==> src/rtl/ysyx_23060136_elastic_seg_pkg.sv <==
// ysyx_23060136_PIPE_PKG: shared stage payload types, reset encodings and segment limits
package ysyx_23060136_PIPE_PKG;
  localparam int SEG_MAX_DEPTH = 8;
  localparam logic [31:0] PC_RST = 32'h8000_0000;
  localparam logic [31:0] NOP_INST = 32'h0000_0013;
  typedef struct packed {
    logic [31:0] pc;
    logic [31:0] inst;
    logic        commit;
    logic [63:0] rs1_data;
    logic [63:0] csr_rs_data;
    logic [63:0] imm;
    logic [3:0]  jump_ctl;
    logic [3:0]  cmp_ctl;
    logic [2:0]  wb_ctl;
    logic [4:0]  mem_ctl;
    logic        system_halt;
  } exu2_payload_t;
  localparam int EXU2_W = $bits(exu2_payload_t);
  localparam exu2_payload_t EXU2_RST = '{pc: PC_RST, inst: NOP_INST, default: '0};
endpackage

==> src/rtl/ysyx_23060136_elastic_seg_stage.sv <==
// ysyx_23060136_seg_stage: one valid+payload register with load and clear
module ysyx_23060136_seg_stage
  import ysyx_23060136_PIPE_PKG::*;
#(
  parameter int W = 64,
  parameter logic [W-1:0] RST = '0
) (
  input  logic         clk,
  input  logic         rst,
  input  logic         load,
  input  logic         clear,
  input  logic         v_in,
  input  logic [W-1:0] d_in,
  output logic         v,
  output logic [W-1:0] d
);
  logic v_q, v_d;
  logic [W-1:0] d_q, d_d;
  // clear wins over load; an invalid payload is always stored as RST
  always_comb begin
    v_d = clear ? 1'b0 : load ? v_in : v_q;
    d_d = clear ? RST : load ? (v_in ? d_in : RST) : d_q;
  end
  // stage register
  always_ff @(posedge clk) begin
    if (rst) begin
      v_q <= 1'b0;
      d_q <= RST;
    end else begin
      v_q <= v_d;
      d_q <= d_d;
    end
  end
  assign v = v_q;
  assign d = d_q;
endmodule

==> src/rtl/ysyx_23060136_elastic_seg.sv <==
// ysyx_23060136_elastic_seg: elastic valid/ready pipeline segment with stall, deferred flush and occupancy
module ysyx_23060136_elastic_seg
  import ysyx_23060136_PIPE_PKG::*;
#(
  parameter int DATA_W = 64,
  parameter int DEPTH = 1,
  parameter logic [DATA_W-1:0] RST_DATA = '0
) (
  input  logic                       clk,
  input  logic                       rst,
  input  logic                       in_valid,
  output logic                       in_ready,
  input  logic [DATA_W-1:0]          in_data,
  output logic                       out_valid,
  input  logic                       out_ready,
  output logic [DATA_W-1:0]          out_data,
  input  logic                       stall,
  input  logic                       flush,
  output logic                       flush_pend,
  output logic [$clog2(DEPTH+1)-1:0] occ
);
  localparam int OW = $clog2(DEPTH+1);
  logic v [DEPTH];
  logic [DATA_W-1:0] d [DEPTH];
  logic adv [DEPTH];
  logic flush_pend_q, flush_pend_d, flush_eff, go;
  logic [OW-1:0] occ_q, occ_d;
  if (DEPTH < 1 || DEPTH > SEG_MAX_DEPTH) begin : g_bad_depth
    $error("ysyx_23060136_elastic_seg: DEPTH %0d outside 1..%0d", DEPTH, SEG_MAX_DEPTH);
  end
  assign flush_eff = (flush | flush_pend_q) & !stall;
  assign go = !stall & !flush_eff;
  for (genvar i = 0; i < DEPTH; i++) begin : g_st
    logic v_src;
    logic [DATA_W-1:0] d_src;
    if (i == DEPTH - 1) begin : g_last
      assign adv[i] = !v[i] | out_ready;
    end else begin : g_mid
      assign adv[i] = !v[i] | adv[i+1];
    end
    if (i == 0) begin : g_head
      assign v_src = in_valid;
      assign d_src = in_data;
    end else begin : g_body
      assign v_src = v[i-1];
      assign d_src = d[i-1];
    end
    ysyx_23060136_seg_stage #(.W(DATA_W), .RST(RST_DATA)) u_stage (
      .clk   (clk),
      .rst   (rst),
      .load  (go & adv[i]),
      .clear (flush_eff),
      .v_in  (v_src),
      .d_in  (d_src),
      .v     (v[i]),
      .d     (d[i])
    );
  end
  assign in_ready   = adv[0] & go;
  assign out_valid  = v[DEPTH-1];
  assign out_data   = d[DEPTH-1];
  assign flush_pend = flush_pend_q;
  assign occ        = occ_q;
  // a flush seen under stall is remembered until the stall drops; occ tracks accepted minus consumed
  always_comb begin
    flush_pend_d = stall & (flush_pend_q | flush);
    occ_d = flush_eff ? '0 : occ_q + OW'(in_valid & in_ready) - OW'(out_valid & out_ready & go);
  end
  // flush-pending and occupancy registers
  always_ff @(posedge clk) begin
    if (rst) begin
      flush_pend_q <= 1'b0;
      occ_q <= '0;
    end else begin
      flush_pend_q <= flush_pend_d;
      occ_q <= occ_d;
    end
  end
endmodule

==> config.mk <==
export PLATFORM = sky130hd
export DESIGN_NAME = ysyx_23060136_elastic_seg
export DESIGN_NICKNAME = d
export VERILOG_FILES = /design/src/rtl/ysyx_23060136_elastic_seg_pkg.sv /design/src/rtl/ysyx_23060136_elastic_seg_stage.sv /design/src/rtl/ysyx_23060136_elastic_seg.sv
export SDC_FILE = /design/constraint.sdc
export NUM_CORES = 1
export LEC_CHECK = 0
export CAP_MARGIN = 20
export CORE_ASPECT_RATIO = 0.6
export CORE_MARGIN = 2
export CORE_UTILIZATION = 39
export CTS_CLUSTER_SIZE = 20
export DETAILED_ROUTE_END_ITERATION = 16
export PLACE_DENSITY = 0.84
export SLEW_MARGIN = 20
export SYNTH_ARGS = -nofsm -noshare
export SYNTH_HDL_FRONTEND = slang
export SYNTH_SLANG_ARGS = --single-unit
==> constraint.sdc <==
create_clock -name clk -period 2.1 [get_ports clk]
set_clock_uncertainty 0.15 [all_clocks]
set_input_delay 0.42 -clock clk [delete_from_list [all_inputs] [get_ports clk]]
set_output_delay 0.42 -clock clk [all_outputs]
set_load 0.01 [all_outputs]
==> key figures <==
Clocking
  – Max Buffers Root-to-Sink: 2
  – Clk Latency, worst-skew pair: 0.31 ns
  – Number of buffers added by the clock tree synthesis step: 9
  – Clock-pin slew reported for the worst setup and hold paths after clock tree synthesis: 0.05 ns
  – CTS hold repair buffers: 0
  – Clock root buffer: sky130_fd_sc_hd__clkbuf_16
  – Number of buffers inserted to repair setup after CTS: 0
  – H-tree depth: 3
  – TritonCTS clock tree: yes
  – # clock sinks: 67

Logic synthesis
  – Post-Synthesis Mean Instance Area: 8.37 um^2
  – Count of synthesis-stage warnings from yosys: 0
  – Seq/Total Area, Yosys: 50.7%
  – Synth Register Bits: 67
  – Number of distinct library cells after synthesis: 19
  – Total nets after synthesis: 386
  – Synthesized instance count: between 300 and 400
  – Cell Area, Synth: 2650 um^2

Routing
  – TritonRoute pass-1 iters: 5
  – Drc violations: 0
  – Starting DRC count in detailed routing: 317
  – Mean routed wirelength per cell: between 15 and 20 um
  – Via-per-instance ratio: 5.76
  – Vias: about 3000
  – Routed Antenna Nets: 0
  – Routed wire length: 8.71 mm

Worst setup path
  – Slowest cell on the critical path: sky130_fd_sc_hd__or4_1
  – Buffering stage count on the worst path with inverters included: 2
  – CP Class: in2reg
  – Worst flop-to-flop path endpoint: occ
  – Required time at the worst-slack endpoint: 2.19 ns
  – Setup slack, reg-to-reg: 0.25 ns
  – Arrival time at the worst endpoint: about 2.1 ns
  – Worst Setup End Kind: register
  – List of cells traversed by the critical path: clkdlybuf4s50_1, and2b_2, buf_4, or4_1, a21oi_1
  – Setup crit start kind: input pin
  – Startpoint of the worst-slack reg-to-reg timing path: flush_pend
  – Biggest cell delay along the critical path: 0.56 ns
  – Cell type group with the largest total delay on the critical path: simple AND/OR/NAND/NOR gates
  – Worst-path fanout max: 67
  – Length in cells of the worst reg-to-reg path: 4

Min path
  – Hold path start: g_st[0].u_stage.d[26]
  – Cell count of the worst hold path: 2
  – Hold WC Path Type: reg2reg
  – Hold Path End: g_st[0].u_stage.d[26]

Floorplanning
  – FP Rows: 23
  – Overall die height: 67.8 um
  – Initial standard-cell utilization of the core: 40.0%
  – Horiz. Die Dim: about 110 um
  – I/O pin count: 138
  – Die outline area: 7480 um^2
  – Core box area: 6620 um^2

Global route
  – Layer with the highest usage: met2
  – Global-route track usage on met2: approximately a third
  – Overall fraction of global-route tracks in use: 22.8%
  – Largest net degree at the start of global routing: 68
  – Vias in the first global route: around 2600
  – Met3 Track Usage GR: 7.72%
  – Met1 global-route usage: 32.7%
  – Global-route wire length before repair: roughly 13 mm
  – Initial antenna violation count: 0
  – GRT overflow: 0

Pwr
  – P per Cell Area: just over 700 nW/um^2
  – Total chip power: 3.10 mW
  – Static leakage power: 1.41 nW
  – Maximum resistive drop on vdd: around 0.50 mV

Timing
  – Min cycle time layout: 2.04 ns
  – Final critical-path share of the clock period: 97.3%
  – Post-route worst setup slack: approximately 0.057 ns
  – Max Slew Vio Count: 0
  – Number of endpoints with negative hold slack in the final report: 0
  – Tightest slew margin relative to the limit: 61.7%
  – Setup TNS: 0 ns
  – Worst-margin pin slew: 0.575 ns
  – Final setup violation count: 0
  – RSZ-0062 raised after global routing: no
  – Highest Clock Rate: 0.489 GHz

Finish
  – Ratio of cells with drive above 1 in the final layout: 7.11%
  – Count of filler cells inserted in the layout: 550
  – Finished Cell Area: ~4400 um^2
  – ANT cells: 0
  – Area growth, synth to finish: 65.1%
  – Net count, final: ~500
  – Most common library cell in the layout ignoring fill and taps: sky130_fd_sc_hd__clkdlybuf4s50_1
  – Most used cells in the layout excluding fill and tap cells: sky130_fd_sc_hd__clkdlybuf4s50_1, sky130_fd_sc_hd__dfxtp_1, sky130_fd_sc_hd__a21oi_1

Placed design
  – Pre-CTS worst setup slack: -0.431 ns
  – Half-perimeter wire length after placement: 5.53 mm
  – Final GP Congestion: about 0.83
  – Count of input and output buffers: 137
  – Cell area reported after detailed placement: 4090 um^2

Flow run
  – Max-Cap Viols: 0

Outcome
  – Result of the run: complete, no violations
registers in the layout, summed over array words and instances (netlist names):
name,cells
g_st.u_stage.v,1
flush_pend,1
occ,1
g_st.u_stage.d,64
area by class of cell:
class                   instances  area (um^2)  share of cell area (%)
clock buffers                  10          229                    5.24
flip-flops and latches         67         1340                    30.7
multi-input cells             207         1160                    26.5
well taps                      87          109                    2.49
clock inverters                 5         55.1                    1.26
repair buffers                147         1480                    33.8
synth_stat cells:
cell	instances	share of area [%]
sky130_fd_sc_hd__nand3_1	1	0.19
sky130_fd_sc_hd__o21bai_1	1	0.28
sky130_fd_sc_hd__buf_1	1	0.14
sky130_fd_sc_hd__o31ai_1	1	0.28
sky130_fd_sc_hd__nor2_1	2	0.28
sky130_fd_sc_hd__and2b_1	1	0.28
sky130_fd_sc_hd__nor3_1	1	0.19
sky130_fd_sc_hd__or4_1	1	0.28
sky130_fd_sc_hd__buf_2	8	1.5
sky130_fd_sc_hd__a21oi_1	66	12
sky130_fd_sc_hd__dfxtp_1	67	51
sky130_fd_sc_hd__xnor2_1	1	0.33
sky130_fd_sc_hd__clkbuf_1	33	4.7
sky130_fd_sc_hd__or3_4	1	0.43
sky130_fd_sc_hd__nand2b_1	1	0.24
sky130_fd_sc_hd__nor3b_1	1	0.28
sky130_fd_sc_hd__o21ai_1	1	0.19
sky130_fd_sc_hd__o21ai_0	64	12
sky130_fd_sc_hd__nand4_1	64	15
power breakdown:
group / switching [mW] / internal [mW]
clock network: 0.495 / 0.907
registers: 0.0152 / 1.30
logic: 0.173 / 0.205
how the worst max path moves through the flow:
stage	startpoint	endpoint	slack, ns	cells past startpoint
after floorplan	out_ready	in_ready	0.37	4
after global placement	flush	in_ready	-0.39	4
after detailed placement	flush	in_ready	-0.43	4
after CTS	out_ready	occ	0.08	5
after global routing	out_ready	occ	0.02	5
final	out_ready	occ	0.06	5
stage by stage:
step,instances,hold slack [ns],util [%]
2_1_floorplan,316,0.344,-
3_3_place_gp,508,0.308,61.7
3_5_place_dp,508,0.316,61.7
4_1_cts,523,0.323,66.0
5_1_grt,523,0.343,66.0
6_report,523,0.320,66.0
routing by layer:
metal,vias to the layer above,routed length [um],share of wire (%)
met5,-,0,0
met2,198,3780,43
li1,1418,-,-
met1,1390,3770,43
met3,8,1070,12
met4,0,81,0.93
what timing repair did:
action                                  4_1_cts  5_1_grt
gates resized for setup                       6        0
endpoints found under the hold margin         0        0
endpoints found under the setup margin        2        0
worst reg2reg max path, cell delays in order, from the launching register on:
cell and delay (ns):
sky130_fd_sc_hd__dfxtp_1 0.35, sky130_fd_sc_hd__or3_4 0.39, sky130_fd_sc_hd__buf_6 0.24, sky130_fd_sc_hd__or4_1 0.51, sky130_fd_sc_hd__a21oi_1 0.14
logic make-up (layout without fill, tap and decap cells):
family                 Yosys count  count (layout)  share of synthesized area, %
AND/OR/NAND/NOR                 73              73                          17.3
buffers and inverters           42             162                          6.34
AO/OA/AOI/OAI                  133             133                          25.3
flip-flops                      67              67                          50.7
XOR/XNOR                         1               1                         0.331
Power figures use the tool's default switching activity.
